==> config.mk <==
export PLATFORM = sky130hd
export DESIGN_NAME = seq_divider_8bit
export DESIGN_NICKNAME = d
export VERILOG_FILES = /design/src/rtl/seq_divider_8bit.sv
export SDC_FILE = /design/constraint.sdc
export NUM_CORES = 1
export LEC_CHECK = 0
export CORE_ASPECT_RATIO = 0.75
export CORE_UTILIZATION = 39
export CTS_CLUSTER_SIZE = 8
export DETAILED_ROUTE_END_ITERATION = 10
export DONT_BUFFER_PORTS = 1
export GPL_TIMING_DRIVEN = 0
export PLACE_DENSITY = 0.6
export SKIP_CTS_REPAIR_TIMING = 1
export SYNTH_ARGS = -nofsm -noshare
export SYNTH_HDL_FRONTEND = slang
export SYNTH_SLANG_ARGS = --single-unit
==> constraint.sdc <==
create_clock -name clk -period 2.15 [get_ports clk]
set_input_delay 0.215 -clock clk [delete_from_list [all_inputs] [get_ports clk]]
set_output_delay 0.215 -clock clk [all_outputs]
set_load 0.01 [all_outputs]
==> src/rtl/seq_divider_8bit.sv <==
// Sequential unsigned restoring divider: one trial subtraction per clock,
// start/busy/done handshake, quotient/remainder plus divide-by-zero flag.
module seq_divider_8bit #(
   parameter int WIDTH = 8
) (
   input  logic             clk,
   input  logic             rst,
   input  logic             start,
   input  logic [WIDTH-1:0] dividend,
   input  logic [WIDTH-1:0] divisor,
   output logic             busy,
   output logic             done,
   output logic [WIDTH-1:0] quotient,
   output logic [WIDTH-1:0] remainder,
   output logic             div_by_zero
);

   localparam int CW = $clog2(WIDTH) + 1;

   typedef enum logic [1:0] {IDLE, CALC, DONE} state_t;

   state_t           state;
   logic [CW-1:0]    cnt;
   logic [WIDTH-1:0] dvd;
   logic [WIDTH-1:0] dsr;
   logic [WIDTH-1:0] rem;
   logic [WIDTH-1:0] q;

   logic [WIDTH:0]   r_try;
   logic [WIDTH:0]   t_try;
   logic             q_bit;
   logic [WIDTH-1:0] rem_nxt;
   logic [CW-1:0]    cnt_nxt;

   // dvd shifts left each step, so its MSB is always the next dividend bit
   always_comb begin
      r_try   = {rem, dvd[WIDTH-1]};
      t_try   = r_try - {1'b0, dsr};
      q_bit   = ~t_try[WIDTH];
      rem_nxt = q_bit ? t_try[WIDTH-1:0] : r_try[WIDTH-1:0];
      cnt_nxt = cnt + 1'b1;
   end

   always_ff @(posedge clk) begin
      if (rst) begin
         state       <= IDLE;
         cnt         <= '0;
         dvd         <= '0;
         dsr         <= '0;
         rem         <= '0;
         q           <= '0;
         busy        <= 1'b0;
         done        <= 1'b0;
         quotient    <= '0;
         remainder   <= '0;
         div_by_zero <= 1'b0;
      end else begin
         done <= 1'b0;
         case (state)
            CALC: begin
               rem <= rem_nxt;
               q   <= {q[WIDTH-2:0], q_bit};
               dvd <= {dvd[WIDTH-2:0], 1'b0};
               cnt <= cnt_nxt;
               if (cnt_nxt == CW'(WIDTH)) begin
                  quotient  <= {q[WIDTH-2:0], q_bit};
                  remainder <= rem_nxt;
                  busy      <= 1'b0;
                  done      <= 1'b1;
                  state     <= DONE;
               end
            end
            default: begin
               // DONE entered with busy still set means a divide-by-zero is pending
               if (busy) begin
                  quotient    <= '1;
                  remainder   <= dvd;
                  div_by_zero <= 1'b1;
                  busy        <= 1'b0;
                  done        <= 1'b1;
                  state       <= DONE;
               end else if (start) begin
                  dvd         <= dividend;
                  dsr         <= divisor;
                  rem         <= '0;
                  q           <= '0;
                  cnt         <= '0;
                  div_by_zero <= 1'b0;
                  busy        <= 1'b1;
                  state       <= (divisor == '0) ? DONE : CALC;
               end else begin
                  state <= IDLE;
               end
            end
         endcase
      end
   end

endmodule
* Word level (Yosys, flattened, before mapping)
Cells that the tools add are included.
** Operators by class
- Bitwise operators :: 3
- Add/subtract/negate cells :: 2
- Equality and inequality tests :: 4
- Reductions and logical operators :: 10
- Muxes and demuxes :: 31
** Operators by type and width (count)
- 8-bit two-way mux :: 13
- 4-bit two-way mux :: 3
- 2-bit two-way mux :: 5
- 1-bit two-way mux :: 9
- 9-bit by 8-bit subtractor with 9-bit output :: 1
- 8-bit zero test :: 1
- 2-bit AND reduction :: 4
- 7-bit two-way mux :: 1
- 2-bit nonzero test :: 3
- 4-bit by 1-bit adder with 4-bit output, second input constant :: 1
- 4-bit == test, second input constant :: 1
- 1-bit inverter :: 3
- 3-bit AND reduction :: 1
- 2-bit by 1-bit == test with 1-bit output, second input constant :: 1
- 2-bit by 1-bit inequality test with 1-bit output, second input constant :: 1
- 2-bit inequality test, second input constant :: 1
- 2-bit OR reduction :: 1
** Word-level totals
- Flip-flop bits (word level) :: 56

* Depth between registers and ports, before layout
Gate-level depths: netlist of run 1.
- Depth after elaboration :: 5
- Depth in mapped cells :: 10
- Mapped depth without buffers :: 10

* Worst setup path before layout of run 1
Ideal clock, no wire load.
- Path type :: flip-flop to flip-flop
- Start :: register dvd[7]
- End :: register remainder[0]
- Stages on the path, launching flop included :: 11
- Path buffers :: 0
- Library setup time :: 76 ps
- Setup slack :: -190 ps
- Arrival time :: 2264 ps
- Path through :: dfxtp_1 inv_1 ha_1 inv_1 fa_1 a211oi_2 nor3_2 mux2i_2 nor2_4 mux2_2 o22ai_1
** On the way
- Word-level cells in the longest chain between the ends :: 4
** Ends and longest elaborated chain
- start: declaration :: line 24 : logic [WIDTH-1:0] dvd;
- start signal: assignment :: line 63 : dvd <= {dvd[WIDTH-2:0], 1'b0};
- start signal: assignment :: line 83 : dvd <= dividend;
- 9-bit by 8-bit subtractor with 9-bit output :: line 38 : t_try = r_try - {1'b0, dsr};
- 8-bit two-way mux * :: line 40 : rem_nxt = q_bit ? t_try[WIDTH-1:0] : r_try[WIDTH-1:0];
- 8-bit two-way mux * :: line 65 : if (cnt_nxt == CW'(WIDTH)) begin
- 8-bit two-way mux * :: line 59 : case (state)
- end signal: assignment :: line 67 : remainder <= rem_nxt;
- end signal: assignment :: line 77 : remainder <= dvd;
- end: declaration :: line 14 : output logic [WIDTH-1:0] remainder,
Mark *: on every way between the ends. The rest lies on a longest branch, timed or not. The select of a mux whose other input is x is not followed.
A chain may end at the register's enable or synchronous reset.

* Worst setup path after layout of run 1
- Start :: register dvd[7]
- End :: register remainder[1]
** On the way
- Word-level cells in the longest chain between the ends :: 4
** Ends and longest elaborated chain (line)
- 9-bit by 8-bit subtractor with 9-bit output :: 38
- 8-bit two-way mux :: 40
- 8-bit two-way mux :: 65
- 8-bit two-way mux :: 59
No other way between the ends. The select of a mux whose other input is x is not followed.

==> results of run 1 <==
## logic make-up (layout without fill, tap and decap cells)
kind of cell,count (synthesis),after routing
mux,15,15
simple gates,126,127
fa+ha+maj,10,10
compound gates,77,77
xor+xnor,4,4
flops,56,56
buf+inv,25,41
## cell type report
| type | instances | share of cell area (%) |
|---|---|---|
| flip-flops and latches | 56 | 37.60 |
| inverters | 12 | 1.591 |
| well taps | 81 | 3.392 |
| clock inverters | 1 | 0.2513 |
| clock buffers | 7 | 2.889 |
| plain buffers | 12 | 1.549 |
| repair buffers | 9 | 2.638 |
| multi-input cells | 233 | 50.08 |
## metrics by stage
| step | util (%) | TNS, ns | power (W) |
|---|---|---|---|
| 3_5_place_dp | 42.96 | -4.784 | 0.001827 |
| 2_1_floorplan | - | -0.3114 | 0.001685 |
| 4_1_cts | 44.43 | -5.160 | 0.002423 |
| 5_1_grt | 46.82 | -5.262 | 0.002756 |
| 6_report | 46.82 | -3.956 | 0.002629 |
| 3_3_place_gp | 42.96 | -4.590 | 0.001818 |
## where the power goes
part | total [W] | switching, W | internal (W)
clock network | 0.000610 | 0.000347 | 0.000263
logic | 0.000833 | 0.000454 | 0.000379
registers | 0.00119 | 0.0000718 | 0.00111
## worst max-delay path: cells and delay by family (launching register included)
kind,cells,cell delay (ns)
AO/OA/AOI/OAI,2,0.41
buffers and inverters,3,0.27
multiplexers,2,0.44
AND/OR/NAND/NOR,2,0.35
flip-flops,1,0.35
adder cells (fa/ha/maj),2,0.54
## layer usage
| metal | wire, um | vias to the layer above |
|---|---|---|
| li1 | - | 1141 |
| met1 | 3562 | 1027 |
| met2 | 2635 | 55 |
| met3 | 510 | 5 |
| met4 | 44 | 0 |
| met5 | 0 | - |
## cell usage in the layout (no fill, tap or decap), drive strengths merged, types with 3 or more instances in the layout
cell    Yosys  final
dfxtp      56     56
nand2      51     51
nor2       38     39
a21oi      26     26
clkbuf     12     18
nor3       17     17
inv        12     12
mux2i      12     12
o21ai      11     11
buf         1     10
ha          9      9
a211oi      9      9
a22oi       7      7
o22ai       7      7
nand2b      3      3
o211ai      3      3
or4         3      3
nand3       3      3
mux2        3      3
## worst paths after layout
check,to,slack [ns],cells after the start
min,dsr[7],0.02,2
min reg2reg,dsr[1],0.46,2
max reg2reg,remainder[1],-0.32,11
max,remainder[1],-0.32,11
## sequential cells by signal (all words and copies together) (netlist names)
signal and count:
q 7, quotient 8, busy 1, div_by_zero 1, cnt 4, dsr 8
state 2, rem 8, done 1, dvd 8, remainder 8
## synthesized netlist by cell type (2+ instances only)
cell / instances / share of area (%)
nor3_1: 16 / 3.1
xnor2_1: 2 / 0.67
o21ai_0: 10 / 1.9
nor4_1: 2 / 0.48
nand2_1: 51 / 7.3
or4_2: 3 / 1.0
o221a_2: 2 / 0.86
a21oi_1: 26 / 5.0
nand2b_1: 3 / 0.72
nand3_1: 3 / 0.57
mux2_2: 3 / 1.3
o21bai_1: 2 / 0.57
clkbuf_1: 12 / 1.7
o221ai_1: 2 / 0.67
nor2b_1: 2 / 0.48
a211oi_1: 8 / 2.3
and2_1: 2 / 0.48
inv_1: 12 / 1.7
nor2_1: 37 / 5.3
dfxtp_1: 56 / 43
o211ai_1: 3 / 0.86
ha_1: 9 / 4.3
o22ai_1: 6 / 1.4
mux2i_1: 11 / 4.2
xor2_1: 2 / 0.67
a22oi_1: 7 / 2.0
==> impl_metrics.py, run 1 <==
metrics = {
    "sta": {
        "timing.slew.headroom_pct": 44.63,
        "final_max_slew_viol_count": 0,
        "rsz0062_at_grt": "true",
        "fin_skew_ns": 0.01369,
        "maxClockFrequency_mhz": 405.2,
        "fin_crit_sh_pct": 114.8,
        "setup_viol": 18,
        "fin_crit_ns": 2.468,
        "holdWs_ns": 0.02113,
        "finalHoldViolations": 0,
        "worst_slew_pin_slew_ns": 0.8242,
        "setup_ws_ns": -0.3178,
    },
    "grt": {
        "grtUsageMet1_pct": 31.52,
        "grtUsageMet2_pct": 25.90,
        "grt_use_met3_pct": 5.729,
        "grt_pass1_vias": 2041,
        "grt_pass1_wl_um": 10410,
        "grt_max_degree": 17,
        "antenna_found_initial": 0,
        "busiest_layer": "met1",
        "grt-ovfl-total": 0,
        "grt_usage_pct": 19.89,
    },
    "setup_path": {
        "cpPeakStageDelay_ns": 0.41,
        "critPathRequiredTime_ns": 2.34,
        "cp.arrival_ns": 2.66,
        "reg2reg_from": "dvd[7]",
        "crit_start": "dvd[7]",
        "cp_cell_sequence": "inv_4 > ha_4 > inv_2 > fa_2 > a211oi_4 > nor3_4 > mux2i_4 > nor2_4 > buf_6 > mux2i_4 > o22ai_1",
        "path_class": "flop to flop",
        "setup.worst_path.start_class": "flop",
        "worstSetupEndpointType": "flop",
        "worstPathMaxFanout": 5,
        "cp_common_cell": "mux2i_4",
        "crit_slowest_cell": "fa_2",
    },
    "cts": {
        "cts_num_sinks": 56,
        "clk_latency_ns": 0.31,
        "clock_path_buffers": 2,
        "cts_buffers": 5,
        "clk_pin_slew_ns": 0.11,
        "cts_max_level": 2,
        "tritoncts": "done",
        "cts-root-buf": "clkbuf_8",
    },
    "logic_synthesis": {
        "synth_top_family_by_area": "simple AND/OR/NAND/NOR gates",
        "syn_avg_cell_area_sq_um": 8.351,
        "synth-simple-area-share_pct": 21.69,
        "synth_fa_ha_area_share_pct": 5.074,
        "synth_enable_flop_cells": 0,
        "synth.area.mux_share_pct": 6.032,
        "syn_inst": 313,
        "syn_nets": 342,
        "ys_types": 47,
        "synth_compound_area_share_pct": 19.39,
        "synth.yosys.seq_area_share_pct": 42.89,
        "ys_seq_elements": 56,
        "synth_warnings": 0,
        "ys.flop_type": "dfxtp_1",
        "async_reset_ff_share_pct": 0,
        "synth_area_sq_um": 2614,
        "yosys.area_share.xor_xnor_pct": 1.340,
    },
    "run_status": {
        "outcome": "finished with violations",
        "violations": "setup timing",
    },
    "worst_hold_path": {
        "hp-class": "input port to flop",
        "hold_path.startpoint": "divisor[7]",
    },
    "placement": {
        "hpwl_um": 4957,
        "dp_slack_ns": -0.3501,
        "dp_cells": 394,
        "port-buffer-count": 0,
        "gpl.final_weighted_congestion": 0.8270,
        "dpl_cell_area_sq_um": 2741,
    },
    "final_layout": {
        "final_cell_count_no_fill": 411,
        "seq_area_sq_um": 1124,
        "drive_above_1_share_pct": 13.94,
        "antenna_cells": 0,
        "finish.instance_area_sq_um": 2988,
        "nFillCells": 659,
        "multi_input_area_sq_um": 1496,
        "final_nets": 358,
        "syn2layout_area_growth_pct": 14.31,
    },
    "floorplan": {
        "initial_core_util_pct": 40.96,
        "fp.dieArea_sq_um": 7037,
        "io_pins": 38,
        "die_w_um": 96.53,
        "rows": 25,
        "core_area_sq_um": 6381,
        "die_h_um": 72.90,
    },
    "detailed_routing": {
        "vias": 2228,
        "wl_per_cell_um": 16.43,
        "route.detailed.drc": 0,
        "first_pass_iters": 4,
        "wirelength_um": 6751,
        "initialDrtViolationCount": 106,
        "viasPerCell": 5.421,
        "postRouteAntennaNets": 0,
    },
    "power_and_ir_drop": {
        "p_leak_nw": 1.114,
        "powerDensity_nw_per_um2": 879.9,
        "peakVddDrop_uv": 323.3,
    },
    "job": {
        "maxCapViolations": 0,
    },
}
Note: power is estimated with default switching activity, not from simulation.
==> run 2, diff against run 1 <==
--- a/config.mk
+++ b/config.mk
@@ -5,7 +5,7 @@
 export SDC_FILE = /design/constraint.sdc
 export NUM_CORES = 1
 export LEC_CHECK = 0
-export CORE_ASPECT_RATIO = 0.75
+export CORE_ASPECT_RATIO = 1.1
 export CORE_UTILIZATION = 39
 export CTS_CLUSTER_SIZE = 8
 export DETAILED_ROUTE_END_ITERATION = 10
@@ -13,6 +13,7 @@
 export GPL_TIMING_DRIVEN = 0
 export PLACE_DENSITY = 0.6
 export SKIP_CTS_REPAIR_TIMING = 1
+export SLEW_MARGIN = 25
 export SYNTH_ARGS = -nofsm -noshare
 export SYNTH_HDL_FRONTEND = slang
 export SYNTH_SLANG_ARGS = --single-unit
==> run 2 against run 1 <==
The flow still finishes with violations (setup timing). Non-clock buffer count decreased by 4. Critical endpoint is now remainder[0]. Largest cell class unchanged. Global-route usage increased by 0.18 points. Combinational power shrank 12%. Design area decreased by 2.7%. Register-to-register slack got worse by 0.06 ns. Total power is 4.9% lower. Wire length is 0.87% lower.
==> impl_metrics.py, run 2 (same netlist as run 1, synthesis figures left out) <==
metrics = {
    "run_status": {
        "outcome": "finished with violations",
        "violations": "setup timing",
    },
    "detailed_routing": {
        "wl_per_cell_um": 16.48,
        "vias": 2209,
        "initialDrtViolationCount": 119,
        "postRouteAntennaNets": 0,
        "first_pass_iters": 4,
        "route.detailed.drc": 0,
        "viasPerCell": 5.441,
        "wirelength_um": 6692,
    },
    "setup_path": {
        "crit_start": "dvd[7]",
        "worstSetupEndpointType": "flop",
        "critPathRequiredTime_ns": 2.39,
        "setup.worst_path.start_class": "flop",
        "cp.arrival_ns": 2.77,
        "worstPathMaxFanout": 5,
        "path_class": "flop to flop",
        "reg2reg_from": "dvd[7]",
    },
    "sta": {
        "finalHoldViolations": 0,
        "setup_ws_ns": -0.3788,
        "fin_crit_ns": 2.529,
        "fin_setup_tns_ns": -5.030,
        "worst_slew_pin_slew_ns": 0.8276,
        "fin_skew_ns": 0.01149,
        "final_max_slew_viol_count": 0,
        "fin_crit_sh_pct": 117.6,
        "setup_viol": 18,
        "timing.slew.headroom_pct": 44.40,
        "maxClockFrequency_mhz": 395.4,
        "rsz0062_at_grt": "true",
    },
    "final_layout": {
        "layout_commonest_cell": "dfxtp_1",
        "final_cell_count_no_fill": 406,
        "syn2layout_area_growth_pct": 11.20,
        "final_cell_mix": "dfxtp_1, nand2_1, nor2_1, a21oi_1, nor3_1",
        "final_nets": 354,
        "drive_above_1_share_pct": 12.58,
        "antenna_cells": 0,
    },
    "placement": {
        "dp_cells": 393,
        "port-buffer-count": 0,
        "hpwl_um": 4872,
        "gpl.final_weighted_congestion": 0.7882,
    },
    "floorplan": {
        "die_w_um": 80.06,
        "die_h_um": 87.86,
        "core_area_sq_um": 6306,
        "fp.dieArea_sq_um": 7034,
        "initial_core_util_pct": 41.45,
        "rows": 30,
        "io_pins": 38,
    },
    "cts": {
        "cts_num_sinks": 56,
        "clock_path_buffers": 2,
        "cts_max_level": 2,
        "tritoncts": "done",
        "cts-root-buf": "clkbuf_8",
        "clk_pin_slew_ns": 0.10,
        "clk_latency_ns": 0.31,
        "cts_buffers": 5,
    },
    "power_and_ir_drop": {
        "p_leak_nw": 1.093,
        "powerDensity_nw_per_um2": 859.8,
        "peakVddDrop_uv": 471.7,
    },
    "worst_hold_path": {
        "hold_path.startpoint": "divisor[0]",
        "hp-class": "input port to flop",
    },
    "job": {
        "maxCapViolations": 0,
    },
    "grt": {
        "grt_usage_pct": 20.07,
        "grt_pass1_vias": 2142,
        "grt_max_degree": 19,
        "antenna_found_initial": 0,
        "grt_pass1_wl_um": 10690,
        "grt-ovfl-total": 0,
    },
}
-- run 2: cell types whose count changed in the layout (fill, tap and decap cells not counted), sizes merged --
cell	change
buf	-4
clkbuf	-2
clkinv	+1
inv	+1
-- run 2: cell type report --
type	instances	area [sq um]
repair buffers	5	37.54
inverters	12	47.55
clock inverters	3	21.27
multi-input cells	233	1461
fillers	639	3400
clock buffers	5	68.82
well taps	80	100.1
flip-flops and latches	56	1124
plain buffers	12	46.29
-- run 2: per-layer routing --
metal / up-vias / GRT usage, % / part of all wire (%)
li1: 1132 / - / -
met1: 1029 / 24.76 / 44
met2: 42 / 34.81 / 49
met3: 6 / 5.000 / 6.0
met4: 0 / 5.357 / 1.1
met5: - / 0 / 0
-- run 2: report_power, final --
| part | switching (W) | total [W] | internal, W |
|---|---|---|---|
| combinational | 0.000416 | 0.000735 | 0.000320 |
| sequential | 0.0000708 | 0.00119 | 0.00111 |
| clock | 0.000347 | 0.000579 | 0.000232 |
| total | 0.000833 | 0.00250 | 0.00167 |
-- run 2: path summary, 6_finish.rpt --
kind                            slack, ns           end  cells past startpoint
worst max-delay path                -0.38  remainder[0]                     11
worst min-delay path                 0.02        dsr[0]                      2
worst max register to register      -0.38  remainder[0]                     11
worst min register to register       0.46        dsr[6]                      2
-- run 2: metrics by stage --
step / total power [W] / utilization [%] / hold WS, ns / worst slack, ns / cell area (sq um)
after floorplan: 0.001685 / - / 0.3510 / -0.06556 / 2640
after global placement: 0.001825 / 43.45 / 0.3546 / -0.3433 / 2740
after detailed placement: 0.001832 / 43.45 / 0.3579 / -0.3621 / 2740
after CTS: 0.002414 / 44.88 / 0.02042 / -0.3908 / 2830
after global routing: 0.002644 / 46.09 / 0.01651 / -0.4520 / 2907
final: 0.002499 / 46.09 / 0.02336 / -0.3788 / 2907
-- run 2: critical path, stage by stage, from the launching register on --
cell,delay [ns]
dfxtp_2,0.35
inv_4,0.07
ha_4,0.13
inv_2,0.04
fa_2,0.41
a211oi_4,0.29
nor3_2,0.10
mux2i_2,0.19
buf_4,0.16
nor2_4,0.24
mux2_4,0.34
o22ai_2,0.13
